**src/rtl/idli_sqi_arb_m.sv**
```systemverilog
`default_nettype none
// ============================================================================
// Module   : idli_sqi_arb_m
// Brief    : Word-granular arbiter sharing the SQI port between fetch and LSU.
// Revision : 1.0 - initial release
// ============================================================================
module idli_sqi_arb_m (
  input  logic        i_arb_gck,
  input  logic        i_arb_rst_n,
  input  logic [1:0]  i_arb_ctr,
  input  logic        i_arb_ctr_last_cycle,
  input  logic        i_arb_fetch_req,
  input  logic [15:0] i_arb_fetch_addr,
  input  logic        i_arb_fetch_flush,
  input  logic        i_arb_lsu_req,
  input  logic        i_arb_lsu_wr,
  input  logic [15:0] i_arb_lsu_addr,
  input  logic [15:0] i_arb_lsu_wr_data,
  output logic        o_arb_redirect,
  output logic        o_arb_sqi_rd,
  output logic [3:0]  o_arb_sqi_wr_data,
  output logic        o_arb_sqi_wr_data_vld,
  output logic        o_arb_fetch_vld,
  output logic        o_arb_lsu_rd_vld,
  output logic        o_arb_lsu_done,
  output logic        o_arb_busy
);

  localparam logic [1:0] ST_IDLE   = 2'd0;
  localparam logic [1:0] ST_ADDR   = 2'd1;
  localparam logic [1:0] ST_DATA   = 2'd2;
  localparam logic       OWN_FETCH = 1'b0;
  localparam logic       OWN_LSU   = 1'b1;

  logic [1:0]  r_state;
  logic        r_owner;
  logic [15:0] r_addr;
  logic [15:0] r_data;
  logic        r_wr;

  logic [1:0]  w_next_state;
  logic        w_grant_lsu;
  logic        w_grant_fetch;

  // Next-state decision; only consumed on the word-boundary edge.
  always_comb begin
    w_next_state  = r_state;
    w_grant_lsu   = 1'b0;
    w_grant_fetch = 1'b0;
    case (r_state)
      ST_IDLE: begin
        if (i_arb_lsu_req)        w_grant_lsu   = 1'b1;
        else if (i_arb_fetch_req) w_grant_fetch = 1'b1;
      end
      ST_ADDR: w_next_state = ST_DATA;
      ST_DATA: begin
        if (r_owner == OWN_LSU) begin
          // LSU holds the port for exactly one word, then fetch gets a turn.
          if (i_arb_fetch_req) w_grant_fetch = 1'b1;
          else                 w_next_state  = ST_IDLE;
        end else begin
          if (i_arb_lsu_req)          w_grant_lsu   = 1'b1;
          else if (i_arb_fetch_flush) w_grant_fetch = 1'b1;
          else if (!i_arb_fetch_req)  w_next_state  = ST_IDLE;
        end
      end
      default: w_next_state = ST_IDLE;
    endcase
    if (w_grant_lsu || w_grant_fetch) w_next_state = ST_ADDR;
  end

  always_ff @(posedge i_arb_gck or negedge i_arb_rst_n) begin
    if (!i_arb_rst_n) begin
      r_state <= ST_IDLE;
      r_owner <= OWN_FETCH;
      r_addr  <= 16'h0000;
      r_data  <= 16'h0000;
      r_wr    <= 1'b0;
    end else if (i_arb_ctr_last_cycle) begin
      r_state <= w_next_state;
      if (w_grant_lsu) begin
        r_owner <= OWN_LSU;
        r_addr  <= i_arb_lsu_addr;
        r_data  <= i_arb_lsu_wr_data;
        r_wr    <= i_arb_lsu_wr;
      end else if (w_grant_fetch) begin
        r_owner <= OWN_FETCH;
        r_addr  <= i_arb_fetch_addr;
      end
    end
  end

  logic w_in_addr;
  logic w_in_data;
  logic w_lsu_data;
  logic w_lsu_store;

  assign w_in_addr   = (r_state == ST_ADDR);
  assign w_in_data   = (r_state == ST_DATA);
  assign w_lsu_data  = w_in_data && (r_owner == OWN_LSU);
  assign w_lsu_store = w_lsu_data && r_wr;

  assign o_arb_redirect        = w_in_addr;
  assign o_arb_sqi_rd          = !(w_in_addr || w_lsu_store);
  assign o_arb_sqi_wr_data     = w_in_addr   ? r_addr[{i_arb_ctr, 2'b00} +: 4] :
                                 w_lsu_store ? r_data[{i_arb_ctr, 2'b00} +: 4] :
                                               4'h0;
  assign o_arb_sqi_wr_data_vld = w_in_addr || w_lsu_store;
  assign o_arb_fetch_vld       = w_in_data && (r_owner == OWN_FETCH);
  assign o_arb_lsu_rd_vld      = w_lsu_data && !r_wr;
  assign o_arb_lsu_done        = w_lsu_data && i_arb_ctr_last_cycle;
  assign o_arb_busy            = (r_state != ST_IDLE);

endmodule
`default_nettype wire

```
**config.mk**
```make
export PLATFORM = sky130hd
export DESIGN_NAME = idli_sqi_arb_m
export DESIGN_NICKNAME = d
export VERILOG_FILES = /design/src/rtl/idli_sqi_arb_m.sv
export SDC_FILE = /design/constraint.sdc
export NUM_CORES = 1
export LEC_CHECK = 0
export CAP_MARGIN = 10
export CORE_MARGIN = 1.5
export CORE_UTILIZATION = 40
export DETAILED_ROUTE_END_ITERATION = 8
export PLACE_DENSITY_LB_ADDON = 0.05
export SLEW_MARGIN = 20
export SYNTH_ARGS = -nofsm -noshare
export SYNTH_HDL_FRONTEND = slang
export SYNTH_SLANG_ARGS = --single-unit
```
**constraint.sdc**
```tcl
create_clock -name i_arb_gck -period 5.6 [get_ports i_arb_gck]
set_clock_uncertainty 0.1 [all_clocks]
set_input_delay 0.56 -clock i_arb_gck [delete_from_list [all_inputs] [get_ports i_arb_gck]]
set_output_delay 0.56 -clock i_arb_gck [all_outputs]
set_load 0.005 [all_outputs]
```
* Word-level counts from Yosys, hierarchy flattened
Cells that the tools add are included.
Word-level totals: logic and storage cells 49, bits in registers 36
Cells by class: mux-type cells 21, equal/unequal tests 5, reduce and logical (&&, ||, !) cells 15, shift operators 2, bitwise logic cells 1
Operators with widths (count):
- two-way mux 16 bit | 2
- indexed part select 16 x 5 -> 4 bit | 2
- two-way mux 2 bit | 5
- two-way mux 1 bit | 9
- two-way mux 4 bit | 2
- != test 4 x 3 -> 1 bit, second input constant | 2
- one-hot mux 2 bit (3 select lines) | 1
- logical AND 1 bit | 5
- one-hot mux 1 bit (2 select lines) | 2
- AND reduction 2 bit | 2
- AND reduction 4 bit | 1
- nonzero test 2 bit | 2
- equality test 2 x 1 -> 1 bit, second input constant | 1
- equality test 2 bit, second input constant | 1
- zero test 1 bit | 2
- zero test 2 bit | 1
- logical OR 1 bit | 2
- != test 2 bit, second input constant | 1
- inverter 1 bit | 1

* Longest topological paths before layout
Gate-level depths: netlist (run 1).
word-level depth 7, gate-level depth with buffers 7, depth with buffers taken out 4

* Least setup slack after synthesis (run 1)
OpenSTA, ideal clock, no wires.
kind input to output, start point input i_arb_ctr[0], end point output o_arb_sqi_wr_data[0], setup slack 3.392 ns, stages 3, required time 4.940 ns, arrival 1.548 ns, cell sequence buf_2 -> mux4_2 -> a22o_1
On the way: cells in the longest elaborated chain, start to end 3
RTL lines:
- from (decl) | line 10 | input logic [1:0] i_arb_ctr,
- indexed part select 16 x 5 -> 4 bit | line 106 | w_lsu_store ? r_data[{i_arb_ctr, 2'b00} +: 4] :
- two-way mux 4 bit | line 106
- two-way mux 4 bit * | line 105 | assign o_arb_sqi_wr_data = w_in_addr ? r_addr[{i_arb_ctr, 2'b00} +: 4] :
- to (decl) | line 21 | output logic [3:0] o_arb_sqi_wr_data,
Mark *: on every way between the ends. The rest lies on a longest branch, timed or not.

* Final worst setup path (run 1)
Same ends and word-level chain as after synthesis.

==> flow_summary.yaml, run 1 <==
timing:
  fin_crit_sh_pct: 59.51
  maxSlewHeadroom_pct: 37.75
  maxSlewViolCount: 0
  fmax_ghz: 0.3000
  tns_ns: 0
  period_needed_ns: 3.333
  hold_slack_ns: 0.2572
  rsz0062_at_grt: "no"
  finalHoldViolCount: 0
  finalWorstSetupSlack_ns: 2.267
  finalSetupViolations: 0
  worstMarginPinSlew_ns: 0.9338
logic_synthesis:
  synthArstFlopShare_pct: 100.0
  synth_fp_nets: 188
  muxShareOfSynthArea_pct: 40.21
  yosysMostFrequentCell: "dfrtp_1"
  synthesis.area_um2: 2007
  synthSimpleGateAreaFrac_pct: 6.297
  synth_top_family_by_area: "multiplexers"
  yosys.area.top_type: "dfrtp_1"
  synth_area_per_cell_um2: 15.32
  synth.area.top_cells: "dfrtp_1, mux2_2, mux2_4, mux4_2, a22o_1"
  synth-edff-count: 0
  synth_flop_cell: "dfrtp_1"
  seq_area_frac_synth_pct: 44.89
  syn_inst: 131
  synth_commonest_cells: "dfrtp_1, mux2_2, mux2_4, mux4_2, a22o_1"
  ys_ff_latch: 36
  synth-adder-area-share_pct: 0
  ys_types: 27
  synthXorXnorAreaFrac_pct: 0
  synth_compound_area_share_pct: 3.429
  yosysTopAreaCellShare_pct: 44.89
  yosysWarnings: 0
layout:
  fin_cells: 262
  nets: 252
  ff_latch_area_um2: 900.9
  fillCellCount: 413
  diodes: 0
  design_area_um2: 2738
  syn_to_final_growth_pct: 36.41
  multi_input_area_um2: 1002
  drive_above_1_share_pct: 36.92
  finish.utilization_pct: 57.20
setup_path:
  timing.rr.start: "r_state[1]"
  reg2reg_to: "r_addr[8]"
  worstPathArrival_ns: 2.67
  crit_path_max_fanout: 8
  r2r_cells: 4
  reg2reg_slack_ns: 3.35
  cp-start-kind: "input port"
  crit_path_end_kind: "output pin"
  critPathKind: "input port to output pin"
  cp.required_ns: 4.94
detailed_routing:
  drc_errors: 0
  drt_first_pass_iters: 4
  viasPerCell: 5.080
  ant_nets: 0
  vias: 1331
  postRouteWirelength_um: 3968
  wl_per_cell_um: 15.15
  drtIter0Drc: 50
floorplan:
  start_util_pct: 41.93
  core-area_um2: 4786
  die_w_um: 73.83
  dieArea_um2: 5451
  core.rowCount: 25
  io_pins: 68
  die_h_um: 73.83
power_and_ir_drop:
  total_power_mw: 1.066
  p_leak_nw: 1.141
  power_density_nw_per_um2: 389.6
  irDropWorstVdd_uv: 187.5
clocking:
  insertion_delay_ns: 0.28
  postCtsHoldBufs: 0
  clock_sinks: 36
  cts_tree: "yes"
  htreeDepth: 2
  cts_setup_buffers: 0
  clockBufferDepth: 2
  cts_buffers: 5
  cts_resized: 0
  cts_root_buffer: "clkbuf_8"
  cts.reportedPaths.clkPinSlew_ns: 0.07
hold_path:
  hold_class: "input port to async pin"
grt:
  gr-total-overflow: 0
  antenna_found_initial: 0
  grt_max_degree: 37
  grt_pass1_wl_um: 6210
  grt_use_total_pct: 15.49
  grt_pass1_vias: 1378
placement:
  place_ws_ns: 2.256
  postPlaceCellArea_um2: 2660
  io_buffers: 67
  gp_congestion: 0.8200
  hpwl_um: 3023
  post-place-cells: 255
job:
  maxCapViolCount: 0
status:
  status: "finished, final reports clean"
power breakdown:
part	internal, mW	switching [mW]
sequential	0.387	0.0855
clock	0.0844	0.0838
combinational	0.304	0.122
logic make-up (layout without fill, tap and decap cells):
group,count (synthesis),count (layout)
muxes,57,57
buffers and inverters,12,76
and+or+nand+nor,18,18
AOI/OAI and AO/OA,8,8
DFF,36,36
cells in the final DEF, fill, tap and decap left out:
cell             Yosys  routed
clkdlybuf4s50_1      0      66
dfrtp_1             36      36
mux2_2              29      29
mux2_4              20      20
mux4_2               8       8
a22o_1               5       5
clkbuf_8             0       5
nand2_1              3       3
or2_2                2       2
and4b_2              2       2
inv_1                2       2
a21o_1               2       2
nor2b_1              1       1
nor3b_1              1       1
and4bb_2             1       1
nand2_2              1       1
and3b_1              1       1
or2_0                1       1
nor3_1               1       1
nor2_1               1       1
and3_1               1       1
nand3b_1             1       1
nand3_2              1       1
a21bo_2              1       1
clkinv_2             0       1
clkbuf_1             2       1
buf_2                2       1
worst max-delay path by stage:
stage	from	endpoint	slack, ns
2_1_floorplan	i_arb_ctr[0]	o_arb_sqi_wr_data[0]	3.39
3_3_place_gp	i_arb_ctr[0]	o_arb_sqi_wr_data[0]	2.28
3_5_place_dp	i_arb_ctr[0]	o_arb_sqi_wr_data[0]	2.26
4_1_cts	i_arb_ctr[0]	o_arb_sqi_wr_data[0]	2.24
5_1_grt	i_arb_ctr[0]	o_arb_sqi_wr_data[0]	2.13
6_report	i_arb_ctr[0]	o_arb_sqi_wr_data[0]	2.27
state kept, by name (all words and copies together) (netlist names):
signal	count
r_data	16
r_owner	1
r_addr	16
r_wr	1
r_state	2
area by class of cell:
| type | count | share of cell area (%) |
|---|---|---|
| multi-input combinational | 83 | 36.61 |
| sequential | 36 | 32.91 |
| timing repair buffer | 67 | 24.31 |
| tap | 67 | 3.062 |
| clock buffer | 6 | 2.651 |
| inverter | 2 | 0.2742 |
| clock inverter | 1 | 0.1828 |
worst max-delay path: stages:
cell and delay (ns):
clkdlybuf4s50_1 0.82, mux4_2 0.57, a22o_1 0.27, clkdlybuf4s50_1 0.45
layer usage:
layer / wire length [um] / track usage (%)
met3: 236 / 4.527
met2: 2112 / 27.53
met4: 38 / 4.938
met5: 0 / 0
met1: 1581 / 17.83
Power figures use the tool's default switching activity.
==> run 2: changes to the inputs <==
clock period = 3.28 ns   (was 5.6 ns; I/O delays follow)
==> run 2 against run 1 <==
  * Via count is 0.98% higher
  * Global-route usage is 0.44 points higher
  * Clock power grew 87%
  * First-iteration DRC count down 14%
  * Critical endpoint is now o_arb_sqi_wr_data[3]
  * Largest cell class unchanged
  * Highest routed layer unchanged
==> flow_summary.yaml, run 2 (synthesized netlist as in run 1, its figures left out) <==
clocking:
  cts_root_buffer: "clkbuf_8"
  cts.reportedPaths.clkPinSlew_ns: 0.06
  htreeDepth: 2
  postCtsHoldBufs: 0
  cts_buffers: 5
  clock_sinks: 36
  insertion_delay_ns: 0.28
  cts_setup_buffers: 0
  cts_resized: 0
  cts_tree: "yes"
  clockBufferDepth: 2
floorplan:
  core-area_um2: 4786
  core.rowCount: 25
  die_w_um: 73.83
  dieArea_um2: 5451
  io_pins: 68
  die_h_um: 73.83
  start_util_pct: 41.93
timing:
  maxSlewHeadroom_pct: 47.58
  period_needed_ns: 2.847
  hold_slack_ns: 0.02973
  fmax_ghz: 0.3512
  finalHoldViolCount: 0
  tns_ns: 0
  finalSetupViolations: 0
  maxSlewViolCount: 0
  rsz0062_at_grt: "no"
  fin_crit_sh_pct: 86.80
  worstMarginPinSlew_ns: 0.7863
detailed_routing:
  ant_nets: 0
  drc_errors: 0
  viasPerCell: 5.072
  vias: 1344
  drtIter0Drc: 43
  postRouteWirelength_um: 3997
  drt_first_pass_iters: 6
  wl_per_cell_um: 15.08
setup_path:
  cp.required_ns: 2.85
  crit_top_cell: "clkdlybuf4s50_1"
  max_stage_delay_ns: 0.80
  cp_cell_sequence: "clkdlybuf4s50_1 -> mux4_2 -> a22o_1 -> clkdlybuf4s50_1"
  slowest_stage: "clkdlybuf4s50_1"
  crit_path_max_fanout: 8
  crit_path_end_kind: "output pin"
  cp-start-kind: "input port"
  worstPathArrival_ns: 2.42
  critPathKind: "input port to output pin"
layout:
  nets: 254
  mostFrequentLayoutCells: "clkdlybuf4s50_1, dfrtp_1, mux2_2"
  diodes: 0
  fillCellCount: 411
  syn_to_final_growth_pct: 37.78
  drive_above_1_share_pct: 37.37
  ff_latch_area_um2: 900.9
  largestRegisters: "r_addr (16), r_data (16), r_state (2)"
  design_area_um2: 2765
  final_common_cell: "clkdlybuf4s50_1"
  multi_input_area_um2: 1002
  finish.utilization_pct: 57.78
job:
  maxCapViolCount: 0
power_and_ir_drop:
  power_density_nw_per_um2: 670.4
  irDropWorstVdd_uv: 429.5
  p_leak_nw: 1.156
grt:
  grt_pass1_wl_um: 6486
  grt_use_total_pct: 15.93
  grt_max_degree: 37
  gr-total-overflow: 0
  grt_pass1_vias: 1453
  antenna_found_initial: 0
placement:
  gp_congestion: 0.8378
  hpwl_um: 3143
  io_buffers: 67
  postPlaceCellArea_um2: 2675
status:
  status: "finished, final reports clean"
hold_path:
  hold_class: "input port to async pin"
[run 2: cell count changes in the layout (fill, tap and decap cells not counted), sizes merged]
| cell | delta |
|---|---|
| clkinv | -1 |
| buf | +2 |
| clkbuf | +2 |
[run 2: path summary, 6_finish.rpt]
path | endpoint | slack (ns) | from | depth (start not counted)
worst max-delay path | o_arb_sqi_wr_data[3] | 0.43 | i_arb_ctr[0] | 4
worst min-delay path | r_data[15] | 0.03 | i_arb_rst_n | 1
worst max register to register | r_addr[6] | 1.42 | r_state[1] | 5
worst min register to register | r_data[8] | 0.41 | r_data[8] | 1
max in group asynchronous | r_addr[13] | 2.56 | i_arb_rst_n | 1
min in group i_arb_gck | r_data[8] | 0.41 | r_data[8] | 1
[run 2: area by class of cell]
class / instances / share of cell area (%)
Timing Repair Buffer: 69 / 24.62
Clock buffer: 8 / 3.258
Tap cell: 67 / 3.032
Sequential cell: 36 / 32.58
Multi-Input combinational cell: 83 / 36.24
Inverter: 2 / 0.2715
[run 2: power by group]
group | switching (mW) | internal, mW
logic | 0.208 | 0.522
registers | 0.148 | 0.662
clock network | 0.143 | 0.171
[run 2: worst max-delay path: cells and delay by family]
kind / cells / cell delay [ns]
mux: 1 / 0.57
compound gates: 1 / 0.26
buf+inv: 2 / 1.25
[run 2: layer usage]
layer	vias up	track usage [%]	part of all wire, %
li1	614	-	-
met4	0	3.704	0.35
met5	-	0	0
met3	2	4.527	6.2
met2	48	29.23	56
met1	680	18.18	38
[run 2: metrics by stage]
| stage | cells | setup slack (ns) | power, mW |
|---|---|---|---|
| 2_1_floorplan | 131 | 1.517 | 1.315 |
| 3_3_place_gp | 257 | 0.4295 | 1.535 |
| 3_5_place_dp | 257 | 0.4040 | 1.561 |
| 4_1_cts | 265 | 0.3903 | 1.883 |
| 5_1_grt | 265 | 0.3201 | 1.977 |
| 6_report | 265 | 0.4330 | 1.854 |
==> run 3: changes to the inputs <==
--- a/config.mk
+++ b/config.mk
@@ -6,4 +6,5 @@
 export NUM_CORES = 1
 export LEC_CHECK = 0
+export ABC_AREA = 0
 export CAP_MARGIN = 10
 export CORE_MARGIN = 1.5
==> constraint.sdc (replaced) <==
create_clock -name i_arb_gck -period 3.28 [get_ports i_arb_gck]
set_clock_uncertainty 0.1 [all_clocks]
set_input_delay 0.82 -clock i_arb_gck [delete_from_list [all_inputs] [get_ports i_arb_gck]]
set_output_delay 0.82 -clock i_arb_gck [all_outputs]
set_load 0.005 [all_outputs]
==> run 3 against run 2 <==
  * Worst setup slack got worse by 0.28 ns
  * Clock power grew 6%
  * Largest power group unchanged
  * Register-to-register slack hardly changed
  * Via count down 0.60%
==> flow_summary.yaml, run 3 (synthesized netlist as in run 1, its figures left out) <==
timing:
  maxSlewHeadroom_pct: 47.72
  fin_crit_sh_pct: 95.49
  finalHoldViolCount: 0
  maxSlewViolCount: 0
  period_needed_ns: 3.132
  fmax_ghz: 0.3193
  finalSetupViolations: 0
  rsz0062_at_grt: "no"
  hold_slack_ns: 0.4014
  worstMarginPinSlew_ns: 0.7843
power_and_ir_drop:
  power_density_nw_per_um2: 660.2
  irDropWorstVdd_uv: 308.4
  p_leak_nw: 1.229
detailed_routing:
  drtIter0Drc: 50
  postRouteWirelength_um: 4118
  vias: 1336
  drc_errors: 0
  viasPerCell: 4.930
  drt_first_pass_iters: 4
  wl_per_cell_um: 15.20
  ant_nets: 0
clocking:
  cts_root_buffer: "clkbuf_8"
  cts_buffers: 5
  cts.reportedPaths.clkPinSlew_ns: 0.06
  cts_tree: "yes"
  clock_sinks: 36
  insertion_delay_ns: 0.28
  clockBufferDepth: 2
  htreeDepth: 2
floorplan:
  core-area_um2: 4786
  die_w_um: 73.83
  dieArea_um2: 5451
  io_pins: 68
  start_util_pct: 41.93
  die_h_um: 73.83
  core.rowCount: 25
setup_path:
  reg2reg_to: "r_addr[10]"
  critPathKind: "input port to output pin"
  cp-start-kind: "input port"
  crit_path_start: "i_arb_ctr[0]"
  cp.required_ns: 2.36
  reg2reg_slack_ns: 1.42
  crit_path_max_fanout: 7
  crit_path_end_kind: "output pin"
  worstPathArrival_ns: 2.21
  timing.rr.start: "r_state[1]"
  setup.worst_path.end: "o_arb_sqi_wr_data[1]"
  r2r_cells: 5
grt:
  grt_max_degree: 37
  grt_pass1_vias: 1488
  antenna_found_initial: 0
  grt_use_total_pct: 16.84
  grt_pass1_wl_um: 6713
  gr-total-overflow: 0
job:
  maxCapViolCount: 0
placement:
  postPlaceCellArea_um2: 2715
  io_buffers: 67
  hpwl_um: 3187
  gp_congestion: 0.8055
  post-place-cells: 259
hold_path:
  worstHoldStart: "r_data[9]"
  hold_class: "flop to flop"
layout:
  syn_to_final_growth_pct: 41.65
  nets: 261
  finish.utilization_pct: 59.40
  largestRegisters: "r_addr (16), r_data (16), r_state (2)"
  fin_cells: 271
  final_common_cell: "clkdlybuf4s50_1"
  drive_above_1_share_pct: 40.69
  diodes: 0
  mostFrequentLayoutCells: "clkdlybuf4s50_1, dfrtp_1, mux2_2"
  design_area_um2: 2843
status:
  status: "finished, final reports clean"
## run 3: cell count changes in the layout (fill, tap and decap cells not counted)
cell             before  now
clkdlybuf4s50_1      66   61
dlygate4sd2_1         0    3
dlymetal6s2s_1        0    1
clkbuf_1              2    0
buf_12                0    2
clkbuf_2              0    1
clkbuf_8              6    7
buf_4                 2    7
## run 3: worst min path at each step
stage                     depth (start not counted)          to  slack, ns
after floorplan                                   1  r_data[10]       0.37
after global placement                            1   r_data[8]       0.38
after detailed placement                          1   r_data[9]       0.39
after CTS                                         1   r_data[9]       0.41
after global routing                              1   r_data[9]       0.42
final                                             1   r_data[9]       0.40
## run 3: metal layers
layer / part of all wire (%) / vias up / wire length, um / global-route usage (%)
li1: - / 629 / - / -
met1: 40 / 658 / 1628 / 18.55
met2: 53 / 43 / 2192 / 31.03
met3: 5.9 / 6 / 244 / 4.938
met4: 1.3 / 0 / 53 / 4.938
met5: 0 / - / 0 / 0
## run 3: area by class of cell
class	count	area (um2)
inverters	2	7.507
fillers	400	1943
clock buffers	7	96.34
repair buffers	76	752.0
multi-input cells	83	1002
well taps	67	83.83
flip-flops and latches	36	900.9
## run 3: power by group
group          leakage, nW  switching (mW)  total, mW  internal [mW]
clock network       0.0503           0.146      0.333          0.187
logic                0.755           0.212      0.733          0.521
registers            0.423           0.149      0.811          0.662
total                 1.23           0.507       1.88           1.37
## run 3: worst max-delay path: stages
cell and delay [ns]:
clkbuf_2 0.10, buf_12 0.12, mux4_2 0.49, a22o_1 0.24
clkdlybuf4s50_1 0.43
## run 3: per-stage QoR
step	worst slack (ns)	total power, mW	TNS [ns]
6_report	0.1481	1.877	0
5_1_grt	0.1112	1.996	0
4_1_cts	0.01972	1.907	0
3_5_place_dp	-0.3041	1.566	-1.182
3_3_place_gp	-0.3082	1.542	-1.175
2_1_floorplan	0.5522	1.315	0
## run 3: repair_timing
item	4_1_cts	5_1_grt
resized for setup	5	2
hold buffers	0	0
setup endpoints to repair	4	2
setup buffers	3	2
